==> config.mk <==
export PLATFORM = sky130hd
export DESIGN_NAME = morse_seq_assembler
export DESIGN_NICKNAME = d
export VERILOG_FILES = /design/src/rtl/morse_pkg.sv /design/src/rtl/morse_word_fifo.sv /design/src/rtl/morse_seq_assembler.sv
export SDC_FILE = /design/constraint.sdc
export NUM_CORES = 1
export LEC_CHECK = 0
export BUFFER_PORTS_ARGS = -buffer_cell sky130_fd_sc_hd__buf_2
export CAP_MARGIN = 10
export CORE_ASPECT_RATIO = 0.9
export CORE_MARGIN = 2
export CORE_UTILIZATION = 55
export CTS_BUF_LIST = sky130_fd_sc_hd__clkbuf_8
export DETAILED_ROUTE_END_ITERATION = 8
export GPL_TIMING_DRIVEN = 0
export PLACE_DENSITY = 0.73
export RECOVER_POWER = 50
export SYNTH_ARGS = -nofsm -noshare
export SYNTH_HDL_FRONTEND = slang
export SYNTH_SLANG_ARGS = --single-unit
==> constraint.sdc <==
create_clock -name Clock -period 2.7 [get_ports Clock]
set_input_delay 0.405 -clock Clock [delete_from_list [all_inputs] [get_ports Clock]]
set_output_delay 0.405 -clock Clock [all_outputs]
set_load 0.05 [all_outputs]
==> src/rtl/morse_pkg.sv <==
// Shared constants for the Morse sequence assembler.
//   SYM_*  : 3-bit symbol codes arriving from the signal classifier
//   SLOT_* : 2-bit slot encodings packed MSB-first into the encoded word
//   enc_w  : encoded word width for a given maximum symbol count
package morse_pkg;

  localparam logic [2:0] SYM_DOT   = 3'b000;
  localparam logic [2:0] SYM_DASH  = 3'b001;
  localparam logic [2:0] SYM_SPACE = 3'b010;
  localparam logic [2:0] SYM_END   = 3'b011;

  localparam logic [1:0] SLOT_DOT  = 2'b00;
  localparam logic [1:0] SLOT_DASH = 2'b01;
  localparam logic [1:0] SLOT_PAD  = 2'b11;

  function automatic int unsigned enc_w(input int unsigned max_symbols);
    return 2 * max_symbols;
  endfunction

endpackage

==> src/rtl/morse_word_fifo.sv <==
// Generic synchronous FIFO with asynchronous active-high reset and a
// registered head output.
//   clk_i, rst_i : clock, async reset
//   push_i/din_i : write request and data (ignored when full)
//   pop_i        : read request (ignored when empty)
//   dout_o       : head entry; holds its last value once the FIFO drains
//   full_o       : DEPTH entries held
//   empty_o      : no entries held
module morse_word_fifo #(
  parameter int unsigned        WIDTH     = 8,
  parameter int unsigned        DEPTH     = 4,
  parameter logic [WIDTH-1:0]   RESET_VAL = '0
) (
  input  logic             clk_i,
  input  logic             rst_i,
  input  logic             push_i,
  input  logic [WIDTH-1:0] din_i,
  input  logic             pop_i,
  output logic [WIDTH-1:0] dout_o,
  output logic             full_o,
  output logic             empty_o
);

  localparam int unsigned AW = $clog2(DEPTH);

  logic [WIDTH-1:0] mem_q [DEPTH];
  logic [AW:0]      wr_q, wr_d, rd_q, rd_d;
  logic [WIDTH-1:0] head_q, head_d;
  logic             push_ok, pop_ok;

  // Extra MSB on each pointer distinguishes full from empty.
  assign empty_o = (wr_q == rd_q);
  assign full_o  = (wr_q[AW] != rd_q[AW]) && (wr_q[AW-1:0] == rd_q[AW-1:0]);
  assign push_ok = push_i && !full_o;
  assign pop_ok  = pop_i && !empty_o;
  assign dout_o  = head_q;

  always_comb begin
    wr_d   = push_ok ? wr_q + (AW+1)'(1) : wr_q;
    rd_d   = pop_ok  ? rd_q + (AW+1)'(1) : rd_q;
    head_d = head_q;
    // Head register tracks the entry at the post-edge read pointer; when
    // the pushed word lands exactly there it bypasses the memory.
    if (wr_d != rd_d) begin
      if (push_ok && (wr_q[AW-1:0] == rd_d[AW-1:0])) head_d = din_i;
      else                                           head_d = mem_q[rd_d[AW-1:0]];
    end
  end

  always_ff @(posedge clk_i) begin
    if (push_ok) mem_q[wr_q[AW-1:0]] <= din_i;
  end

  always_ff @(posedge clk_i or posedge rst_i) begin
    if (rst_i) begin
      wr_q   <= '0;
      rd_q   <= '0;
      head_q <= RESET_VAL;
    end else begin
      wr_q   <= wr_d;
      rd_q   <= rd_d;
      head_q <= head_d;
    end
  end

endmodule

==> src/rtl/morse_seq_assembler.sv <==
// Packs dot/dash symbols into an MSB-first, 11-padded encoded word, closes
// the word on space or end-of-sequence, and queues closed words in an
// output FIFO.
//   Clock, Reset     : clock, async active-high reset
//   Signals/SigValid : symbol code and qualifier; transfer when InReady
//   InReady          : FIFO not full
//   Clear            : drop the partial word (FIFO untouched)
//   EncSeq/SymCount/Space_EndSeqbar/Overflow : head-of-FIFO word fields
//   OutValid/OutReady: output handshake
//   SentFlag         : toggles on each word pushed
module morse_seq_assembler
  import morse_pkg::*;
#(
  parameter  int unsigned MAX_SYMBOLS = 5,
  parameter  int unsigned DEPTH       = 4,
  localparam int unsigned ENC_W       = enc_w(MAX_SYMBOLS),
  localparam int unsigned CNT_W       = $clog2(MAX_SYMBOLS + 1)
) (
  input  logic             Clock,
  input  logic             Reset,
  input  logic [2:0]       Signals,
  input  logic             SigValid,
  output logic             InReady,
  input  logic             Clear,
  output logic [ENC_W-1:0] EncSeq,
  output logic [CNT_W-1:0] SymCount,
  output logic             Space_EndSeqbar,
  output logic             Overflow,
  output logic             OutValid,
  input  logic             OutReady,
  output logic             SentFlag
);

  localparam int unsigned WORD_W = ENC_W + CNT_W + 2;
  localparam logic [WORD_W-1:0] WORD_RST = {1'b0, 1'b1, {CNT_W{1'b0}}, {ENC_W{1'b1}}};

  logic [ENC_W-1:0]  buf_q, buf_d;
  logic [CNT_W-1:0]  idx_q, idx_d;
  logic              ovf_q, ovf_d;
  logic              sent_q;
  logic              fifo_full, fifo_empty;
  logic              accept, is_term, is_sym, push;
  logic [WORD_W-1:0] word, head;

  assign InReady  = !fifo_full;
  assign OutValid = !fifo_empty;
  assign SentFlag = sent_q;

  // Clear discards any same-cycle input, including a terminator.
  assign accept  = SigValid && !fifo_full && !Clear;
  assign is_term = (Signals == SYM_SPACE) || (Signals == SYM_END);
  assign is_sym  = (Signals == SYM_DOT) || (Signals == SYM_DASH);
  assign push    = accept && is_term;
  assign word    = {ovf_q, (Signals == SYM_SPACE), idx_q, buf_q};

  always_comb begin
    buf_d = buf_q;
    idx_d = idx_q;
    ovf_d = ovf_q;
    if (Clear || push) begin
      buf_d = '1;
      idx_d = '0;
      ovf_d = 1'b0;
    end else if (accept && is_sym) begin
      if (idx_q == CNT_W'(MAX_SYMBOLS)) begin
        ovf_d = 1'b1;
      end else begin
        idx_d = idx_q + CNT_W'(1);
        for (int unsigned k = 0; k < MAX_SYMBOLS; k++) begin
          if (idx_q == CNT_W'(k))
            buf_d[ENC_W-1-2*k -: 2] = (Signals == SYM_DASH) ? SLOT_DASH : SLOT_DOT;
        end
      end
    end
  end

  always_ff @(posedge Clock or posedge Reset) begin
    if (Reset) begin
      buf_q  <= '1;
      idx_q  <= '0;
      ovf_q  <= 1'b0;
      sent_q <= 1'b1;
    end else begin
      buf_q  <= buf_d;
      idx_q  <= idx_d;
      ovf_q  <= ovf_d;
      if (push) sent_q <= ~sent_q;
    end
  end

  morse_word_fifo #(
    .WIDTH     (WORD_W),
    .DEPTH     (DEPTH),
    .RESET_VAL (WORD_RST)
  ) u_fifo (
    .clk_i   (Clock),
    .rst_i   (Reset),
    .push_i  (push),
    .din_i   (word),
    .pop_i   (OutReady),
    .dout_o  (head),
    .full_o  (fifo_full),
    .empty_o (fifo_empty)
  );

  assign {Overflow, Space_EndSeqbar, SymCount, EncSeq} = head;

endmodule

After elaboration in Yosys (flattened, before gate mapping). Memory sizes are Yosys's and may differ from the RTL's. A register that Yosys moved wholly into a read port is not among the register bits. Cells that the tools add are included.

Add/sub/neg operators: 3. Equality and inequality tests: 13. Muxes and demuxes: 19. Bitwise operators: 1. Reduce and logical (&&, ||, !) cells: 29.

Operator list (count): $mux 10 (3); $mux 3 (5); $reduce_and 3->1 (5); $reduce_bool 2->1 (7); $eq 3x2->1 const B (4); $mux 2 (5); $add 3x1->3 const B (3); $logic_and 1x1->1 (7); $eq 3x1->1 const B (2); $eq 3x3->1 const B (2); $logic_not 3->1 (2); $mux 1 (6); $reduce_and 2->1 (2); $eq 3x3->1 (1); $logic_not 1->1 (3); $logic_or 1x1->1 (3); $ne 3x3->1 (1); $eq 2x2->1 (1); $ne 2x2->1 const B (1); $ne 1x1->1 (1); $not 1->1 (1).

Bits in registers: 21. RAM bits: 60. Bits of input ports: 8. Output and inout bits: 18. Word-level logic and storage cells: 76. Memories kept: 1.

Memories: u_fifo.mem_q (words 4, bits a word 15, rd ports 1, clocked after memory_dff 1, wr ports 1, RTL line morse_word_fifo.sv:26) `logic [WIDTH-1:0] mem_q [DEPTH];`.

Longest topological paths before layout. Gate-level depths: netlist of the first run.

Word-level depth: 9. Mapped depth: 9. Mapped depth without buffers: 8.

By module. Synthesis of the first run repeated with hierarchy kept, for this count alone.

Cells, all modules: 340. Area, all modules: 4541.9 sq um.

By module, submodules not included: morse_word_fifo (times used 1, cells each 273, area each 3782.4 sq um, sequential area each 2341.0 sq um); morse_seq_assembler (times used 1, cells each 67, area each 759.5 sq um, sequential area each 389.1 sq um).

Least setup slack after synthesis of the first run. No wires, ideal clock.

Kind: register to register. Start point: register u_fifo.wr_q[1]. End point: memory u_fifo.mem_q[3][0] in the netlist's numbering, enable pin. Setup time: 0.406 ns. Arrival time: 2.081 ns. Required time: 2.294 ns. Path slack: 0.213 ns. Stages on the path, launching flop included: 6. Buffers on the path: 1. Period minus slack after synthesis: 2.487 ns. Path through: dfrtp_1 > buf_2 > xnor2_2 > nand2_1 > nor2_1 > nor3_1.

Cells in the longest elaborated chain, start to end: 9.

Ends and longest elaborated chain: start: declaration (RTL line morse_word_fifo.sv:27) `logic [AW:0] wr_q, wr_d, rd_q, rd_d;`; start signal: assignment (RTL line morse_word_fifo.sv:60) `wr_q <= wr_d;`; $eq 2x2->1 (RTL line morse_word_fifo.sv:33) `assign full_o = (wr_q[AW] != rd_q[AW]) && (wr_q[AW-1:0] == rd_q[AW-1:0]);`; $logic_and 1x1->1 (RTL line morse_word_fifo.sv:33); $logic_not 1->1 (RTL line morse_word_fifo.sv:34, morse_seq_assembler.sv:50); $logic_and 1x1->1 (2 in a row) (RTL line morse_seq_assembler.sv:50) `assign accept = SigValid && !fifo_full && !Clear;`; $logic_and 1x1->1 (RTL line morse_seq_assembler.sv:53) `assign push = accept && is_term;`; $logic_and 1x1->1 (RTL line morse_word_fifo.sv:34) `assign push_ok = push_i && !full_o;`; $mux 1 (RTL line morse_word_fifo.sv:51) `if (push_ok) mem_q[wr_q[AW-1:0]] <= din_i;`; $mux 1 (not written as such) (RTL line morse_word_fifo.sv:51); end: declaration (RTL line morse_word_fifo.sv:26).

Several ways; a longest one is shown, not always the timed one.

Worst setup path in the final report of the first run.
Start point: register u_fifo.wr_q[1]. End point: register u_fifo.head_q[13] (netlist: u_fifo.dout_o[13]), read port of u_fifo.mem_q.

Cells in the longest elaborated chain, start to end: 9. Elaborated cells between the ends (all ways): 14. Those cells by class: add/sub (1); eq/ne (3); mux (2); reduce/logical (8).

Ends and longest elaborated chain: $eq 2x2->1 (RTL line morse_word_fifo.sv:33); $logic_and 1x1->1 (RTL line morse_word_fifo.sv:33); $logic_not 1->1 (RTL line morse_word_fifo.sv:34, morse_seq_assembler.sv:50); $logic_and 1x1->1 (2 in a row) (RTL line morse_seq_assembler.sv:50); $logic_and 1x1->1 (RTL line morse_seq_assembler.sv:53); $logic_and 1x1->1 (RTL line morse_word_fifo.sv:34); $mux 3 (RTL line morse_word_fifo.sv:39) `wr_d = push_ok ? wr_q + (AW+1)'(1) : wr_q;`; $ne 3x3->1 (RTL line morse_word_fifo.sv:44) `if (wr_d != rd_d) begin`; end: declaration (RTL line morse_word_fifo.sv:28) `logic [WIDTH-1:0] head_q, head_d;`.

Several ways; a longest one is shown, not always the timed one. A chain may end at the register's enable or synchronous reset.

==> metrics.txt, run 1 <==
startpoint types=flop; Clock Path Buffers=2; Post-DP Area=0.00573 mm²; core area=0.00961 mm²; fin area=0.00617 mm²; mux cell area share after synthesis=0.0570; Iteration-0 DRC Markers=349; simple-gate portion of the synthesized area=0.136; Post-DP HPWL=10300 µm; Via density=6.62; final WL=14900 µm; Max-cap violations=0; vias post-DR=4409; most frequent cells in the layout=edfxtp_1 (60), nand2_1 (38), a21oi_1 (37), clkbuf_1 (23), mux2_2 (22); critical path data required time=3000 ps; Seq/Total Area, Yosys=0.505; port bufs=25; hold crit path type=in2async; leading cell type in the layout, fill and taps excluded=edfxtp_1; antenna cell count=0; total CTS buffers=9; Yosys warning total=0; CTS root buf=clkbuf_8; cell row count=34; Tmin final=2650 ps; post-synthesis cell count=489; crit path max fanout=8; Total GRT Usage=0.281; Worst Clk Skew=14.6 ps; Post-synth EDFFs=60; status=complete, no violations; Synth Area in Compound Gates=0.213; FF+latch count, synth=96; Yosys cell types=53; RePlAce Congestion=0.925; Top Ports=26; Synth Flop Type=edfxtp_1; crit path kind=reg2reg; htree depth=3; share of cells above drive strength 1=0.250; initial antenna violation count=0; largest family of logic cells by synthesized area=compound AO/OA/AOI/OAI gates; DRT antenna net count=0; Post-Synth XOR/XNOR Area=0.0313; syn_area_per_cell=11.1 µm²; RSZ-0062 raised after global routing=true; die area=0.0106 mm²; worst skew pair latency=370 ps; critical path arrival=2950 ps; pin count of the biggest net entering global routing=21; max-slew violations=0; area of the mapped netlist=0.00540 mm²; Congestion Overflow GR=0; WL per Instance=22.4 µm; die width=108 µm; clk slew on worst S/H paths=110 ps; first-pass GRT wire length=22700 µm; FFs w/ async S/R, synth=0.375; CTS Sinks=96; Setup violations, final=0; Adder-Cell Fraction of Synth Area=0.0232; CTS tree=built; worst relative slew slack=0.200; Tcrit/Tclk final=0.981; area grow syn2layout=14.2%; Slew @ Worst Pin=1200 ps; layout net count=553; post-route DRC violation count=0; Final Hold Fails=0; syn_nets=507; Max Freq=378 MHz; Sum Neg Setup Slack=0 ps; vias in the first global route=4261; CP endpoint kind=flop; Detailed Routing Iterations Pass 1=5; die height=98.0 µm; Starting Density=0.562; fill cell count=760
metal layers:
metal / routed length [µm] / global-route usage / vias up / share of wire
met5: 0 / 0 / - / 0
met1: 6200 / 0.409 / 2121 / 0.42
met3: 1340 / 0.0527 / 43 / 0.090
li1: - / - / 1992 / -
met2: 7060 / 0.437 / 253 / 0.47
met4: 301 / 0.0740 / 0 / 0.020
final cells by class:
cell class,count,area [µm²],share of cell area
plain buffers,35,169,0.0274
clock buffers,9,124,0.0201
well taps,126,158,0.0256
inverters,11,41.3,0.00669
multi-input cells,347,2670,0.433
repair buffers,35,215,0.0349
clock inverters,7,60.1,0.00973
flip-flops and latches,96,2730,0.443
timing repair:
item | CTS | global route
buffers inserted | 3 | 5
endpoints found under the setup margin | 22 | 24
resized for setup | 12 | 42
hold endpoints to repair | 0 | 0
hold buffers | 0 | 0
pin swaps | 3 | 5
Yosys cell counts, drive strengths merged, types with 6 or more instances:
library cell,number,area [µm²]
edfxtp,60,1800
a21oi,38,190
nand2,38,143
clkbuf,28,105
mux2,23,263
dfstp,22,578
nor2,22,85.1
o21ai,20,100
nand3,19,95.1
a31oi,16,115
nand3b,16,120
a221oi,15,131
dfrtp,14,350
nor4,14,87.6
nand2b,13,81.3
a2111oi,12,105
a22oi,12,90.1
o211a,12,120
a211oi,11,82.6
inv,11,41.3
ha,10,125
buf,7,43.8
xnor2,7,91.3
o211ai,6,45.0
through the flow:
stage,hold WS [ps],util,setup slack (ps),std cells
2_1_floorplan,480,-,213,489
3_3_place_gp,513,0.591,-691,640
3_5_place_dp,527,0.596,-468,642
4_1_cts,152,0.623,-13.1,661
5_1_grt,148,0.642,-36.0,666
6_report,101,0.642,52.3,666
sequential cells by signal (all words and copies together) (netlist names):
register	cells
SentFlag	1
buf_q	10
idx_q	3
ovf_q	1
u_fifo.dout_o	15
u_fifo.mem_q	60
u_fifo.rd_q	3
u_fifo.wr_q	3
logic make-up after synthesis:
logic type      count (synthesis)
compound gates                161
simple gates                  139
flops                          96
buf+inv                        46
mux                            25
xor+xnor                       12
fa+ha+maj                      10
final timing paths:
path	from	end	slack [ps]	cells past startpoint
min reg2reg	SentFlag	SentFlag	540	1
min in group Clock	Clear	buf_q[1]	370	3
max reg2reg	u_fifo.wr_q[1]	u_fifo.dout_o[13]	50	7
min	Reset	u_fifo.rd_q[0]	100	2
max in group asynchronous	Reset	idx_q[1]	1080	3
max	u_fifo.wr_q[1]	u_fifo.dout_o[13]	50	7
critical path, cell delays in order (launching register included):
cell and delay, ps:
dfrtp_1 430, buf_4 210, xnor2_4 390, a31oi_2 260, nor3_1 400, o21a_1 280, mux2_2 360, mux2_4 260
Power of run 1 is left out: the tool's default activity adds up to more than one toggle a clock period on the data nets, which glitch-free logic cannot reach.
==> inputs of run 2 (changes only) <==
--- a/config.mk
+++ b/config.mk
@@ -13,7 +13,7 @@
 export CTS_BUF_LIST = sky130_fd_sc_hd__clkbuf_8
 export DETAILED_ROUTE_END_ITERATION = 8
 export GPL_TIMING_DRIVEN = 0
-export PLACE_DENSITY = 0.73
+export PLACE_DENSITY = 0.75
 export RECOVER_POWER = 50
 export SYNTH_ARGS = -nofsm -noshare
 export SYNTH_HDL_FRONTEND = slang
==> constraint.sdc (replaced) <==
create_clock -name Clock -period 2.2 [get_ports Clock]
set_input_delay 0.33 -clock Clock [delete_from_list [all_inputs] [get_ports Clock]]
set_output_delay 0.33 -clock Clock [all_outputs]
set_load 0.05 [all_outputs]
==> run 2 against run 1 <==
The run now ends with negative setup slack left. Clock-buffer cell count grew 1. Flip-flop and latch count is the same. Global-route usage grew 1.6 points. Utilization grew 6.6 points. Die area is the same. Via count grew 6.1%. Critical path depth grew 3. Sequential share of layout area shrank 4.1 points. Critical endpoint is now u_fifo.dout_o[2]. Highest routed layer unchanged.
==> metrics.txt, run 2 (synthesized netlist as in run 1, its figures left out) <==
status=complete, but fails checks; failing checks=negative setup slack; CP endpoint kind=flop; Max-cap violations=0; port bufs=25; pin count of the biggest net entering global routing=37; critical path data required time=2490 ps; crit path kind=reg2reg; fin area=0.00681 mm²; antenna cell count=0; leading cell type in the layout, fill and taps excluded=edfxtp_1; Post-DP Area=0.00580 mm²; Slew @ Worst Pin=1450 ps; share of cells above drive strength 1=0.373; Detailed Routing Iterations Pass 1=6; vias in the first global route=4372; critical path arrival=2830 ps; DRT antenna net count=0; crit path max fanout=7; area grow syn2layout=25.9%; most frequent cells in the layout=edfxtp_1 (60), buf_4 (44), nand2_1 (36), a21oi_1 (33), buf_2 (26); CTS tree=built; RSZ-0062 raised after global routing=true; Worst R2R Setup Slack=-340 ps; startpoint types=flop; clk slew on worst S/H paths=110 ps; Via density=6.61; CTS Sinks=96; Largest register FFs=60; Starting Density=0.562; vias post-DR=4676; worst relative slew slack=0.0325; cell row count=34; Post-DP HPWL=10200 µm; worst skew pair latency=370 ps; CTS root buf=clkbuf_8; post-route DRC violation count=0; core area=0.00961 mm²; Tmin final=2540 ps; Clock Path Buffers=2; Top Ports=26; WL per Instance=22.5 µm; total CTS buffers=9; die width=108 µm; hold buffers post-CTS=0; Total GRT Usage=0.297; Worst Clk Skew=13.2 ps; Congestion Overflow GR=0; layout net count=594; Setup violations, final=20; Max Freq=394 MHz; htree depth=3; initial antenna violation count=0; final worst slack=-339 ps; Tcrit/Tclk final=1.15; hold crit path type=in2reg; max-slew violations=0; die height=98.0 µm; Min Hold Slack=330 ps; Final Hold Fails=0; final WL=15900 µm; die area=0.0106 mm²; first-pass GRT wire length=24100 µm; RePlAce Congestion=0.900; Iteration-0 DRC Markers=504
==> run 2: cell count changes in the layout (fill, tap and decap cells not counted), moves of 5 or more <==
cell / previous run / this run
mux2_2: 22 / 16
mux2_4: 1 / 7
buf_4: 7 / 44
clkbuf_1: 23 / 6
buf_6: 3 / 14
dfstp_2: 17 / 12
buf_2: 20 / 26
dfstp_1: 5 / 10
==> run 2: through the flow <==
step	TNS [ps]	cells	setup slack [ps]	util
floorplan	-1020	489	-120	-
global placement	-23180	640	-882	0.602
detailed placement	-23490	641	-950	0.603
CTS	-4660	691	-269	0.672
global route	-5560	707	-372	0.708
finish	-4630	707	-339	0.708
==> run 2: what timing repair did <==
action                     in CTS  in global routing
buffers inserted               34                 17
setup endpoints to repair      83                 40
resized for setup              50                 75
pin swaps                      14                 16
gates cloned                    1                  0
==> run 2: final timing paths <==
check	start	to	cells after the start
worst max-delay path	u_fifo.rd_q[0]	u_fifo.dout_o[2]	10
worst min-delay path	Signals[0]	u_fifo.mem_q[2][13]	2
worst max register to register	u_fifo.rd_q[0]	u_fifo.dout_o[2]	10
worst min register to register	SentFlag	SentFlag	1
max in group asynchronous	Reset	u_fifo.rd_q[1]	2
min in group asynchronous	Reset	idx_q[2]	2
==> run 2: final cells by class <==
type | count | area (µm²)
multi-input combinational | 347 | 2900
fill | 647 | 2810
sequential | 96 | 2740
timing repair buffer | 77 | 562
buffer | 34 | 211
tap | 126 | 158
clock buffer | 10 | 138
clock inverter | 6 | 57.6
inverter | 11 | 41.3
==> run 2: critical path, stage by stage (launching register included) <==
cell and delay (ps):
dfrtp_1 420, buf_12 160, xnor2_4 320, buf_6 160, a31oi_4 110, mux2_4 370
xnor2_4 140, or3_1 330, buf_6 160, buf_6 130, a31oi_1 160
==> run 2: per-layer routing <==
layer  wire length (µm)  GRT usage  vias to the layer above  share of wire
met3               1630     0.0401                       28           0.10
met1               6310      0.440                     2259           0.40
met5                  0          0                        -              0
met2               7710      0.470                      305           0.49
met4                231     0.0690                        0          0.015
li1                   -          -                     2084              -
Power of run 2 is left out for the same reason.
==> inputs of run 3 (changes only) <==
--- a/config.mk
+++ b/config.mk
@@ -14,7 +14,6 @@
 export DETAILED_ROUTE_END_ITERATION = 8
 export GPL_TIMING_DRIVEN = 0
 export PLACE_DENSITY = 0.75
-export RECOVER_POWER = 50
 export SYNTH_ARGS = -nofsm -noshare
 export SYNTH_HDL_FRONTEND = slang
 export SYNTH_SLANG_ARGS = --single-unit
==> run 3 against run 2 <==
The run still ends with negative setup slack left. Utilization did not move. Fmax fell by 0.13%. Highest routed layer unchanged. Register-to-register slack about the same. Sequential share of layout area unchanged. Non-clock buffer count unchanged. Clock-buffer cell count unchanged. Critical path depth is the same.
==> metrics.txt, run 3 (synthesized netlist as in run 1, its figures left out) <==
share of cells above drive strength 1=0.392; Tcrit/Tclk final=1.16; Detailed Routing Iterations Pass 1=5; pre-CTS setup slack=-950 ps; Via density=6.64; RSZ-0062 raised after global routing=true; initial antenna violation count=0; cell row count=34; WL per Instance=22.4 µm; clk slew on worst S/H paths=110 ps; CP endpoint kind=flop; Max-cap violations=0; layout net count=594; max-slew violations=0; vias post-DR=4691; hold buffers post-CTS=0; startpoint types=flop; critical path arrival=2840 ps; most frequent cells in the layout=edfxtp_1 (60), buf_4 (44), nand2_1 (36), a21oi_1 (33), buf_2 (26); antenna cell count=0; Setup violations, final=20; port bufs=25; CTS root buf=clkbuf_8; Worst R2R Setup Slack=-340 ps; Iteration-0 DRC Markers=548; DRT antenna net count=0; crit path max fanout=7; Total GRT Usage=0.297; r2r endpoint=u_fifo.dout_o[2]; Congestion Overflow GR=0; status=complete, but fails checks; CTS Sinks=96; die height=98.0 µm; crit path kind=reg2reg; total CTS buffers=9; fill cell count=647; Top Ports=26; die area=0.0106 mm²; pin count of the biggest net entering global routing=37; Reg2Reg Launch Point=u_fifo.rd_q[0]; failing checks=negative setup slack; CTS tree=built; Post-DP HPWL=10200 µm; leading cell type in the layout, fill and taps excluded=edfxtp_1; Final Hold Fails=0; Tmin final=2540 ps; htree depth=3; Clock Path Buffers=2; post-route DRC violation count=0; Largest register FFs=60; die width=108 µm; hold crit path type=in2async; Worst Clk Skew=12.3 ps; final worst slack=-342 ps; Starting Density=0.562; worst relative slew slack=0.470; area grow syn2layout=25.9%; first-pass GRT wire length=24100 µm; critical path data required time=2500 ps; final WL=15900 µm; worst skew pair latency=370 ps; cells on worst reg2reg path=10; vias in the first global route=4372; core area=0.00961 mm²; Slew @ Worst Pin=793 ps; Max Freq=393 MHz; RePlAce Congestion=0.900
==> run 3: metal layers <==
| layer | routed length (µm) | global-route usage |
|---|---|---|
| met2 | 7650 | 0.470 |
| met3 | 1520 | 0.0401 |
| met4 | 263 | 0.0690 |
| met5 | 0 | 0 |
| met1 | 6420 | 0.440 |
==> run 3: layout make-up <==
cell class | count | area (µm²) | share of cell area
clock inverter | 6 | 57.6 | 0.00846
clock buffer | 10 | 138 | 0.0202
timing repair buffer | 77 | 562 | 0.0826
multi-input combinational | 347 | 2900 | 0.427
buffer | 34 | 211 | 0.0311
tap | 126 | 158 | 0.0232
sequential | 96 | 2740 | 0.402
inverter | 11 | 41.3 | 0.00607
==> run 3: worst max path at each step <==
stage | slack (ps) | start | to | cells after the start
final | -340 | u_fifo.rd_q[0] | u_fifo.dout_o[2] | 10
after floorplan | -120 | u_fifo.rd_q[1] | u_fifo.dout_o[13] | 7
after global placement | -880 | Signals[1] | u_fifo.dout_o[3] | 8
after CTS | -270 | u_fifo.rd_q[0] | u_fifo.dout_o[3] | 10
after global routing | -370 | u_fifo.wr_q[1] | u_fifo.dout_o[2] | 8
after detailed placement | -950 | Signals[1] | u_fifo.dout_o[4] | 8
==> run 3: worst max-delay path, stage by stage, from the launching register on <==
cell and delay [ps]:
dfrtp_1 420, buf_12 160, xnor2_4 320, buf_6 160, a31oi_4 110, mux2_4 370
xnor2_4 150, or3_1 330, buf_6 160, buf_6 130, a31oi_1 160
==> run 3: through the flow <==
| step | cell area, µm² | util | cells | hold WS [ps] | setup TNS, ps |
|---|---|---|---|---|---|
| after detailed placement | 5800 | 0.603 | 641 | 519 | -23490 |
| final | 6810 | 0.708 | 707 | 109 | -4730 |
| after CTS | 6460 | 0.672 | 691 | 126 | -4660 |
| after global routing | 6810 | 0.708 | 707 | 162 | -5560 |
| after global placement | 5780 | 0.602 | 640 | 513 | -23180 |
| after floorplan | 5500 | - | 489 | 480 | -1020 |
==> run 3: what timing repair did <==
item	CTS	global route
gates resized for setup	50	75
setup endpoints to repair	83	40
setup buffers	34	17
gates cloned	1	0
hold endpoints to repair	0	0
pin swaps	14	16
Power of run 3 is left out for the same reason.
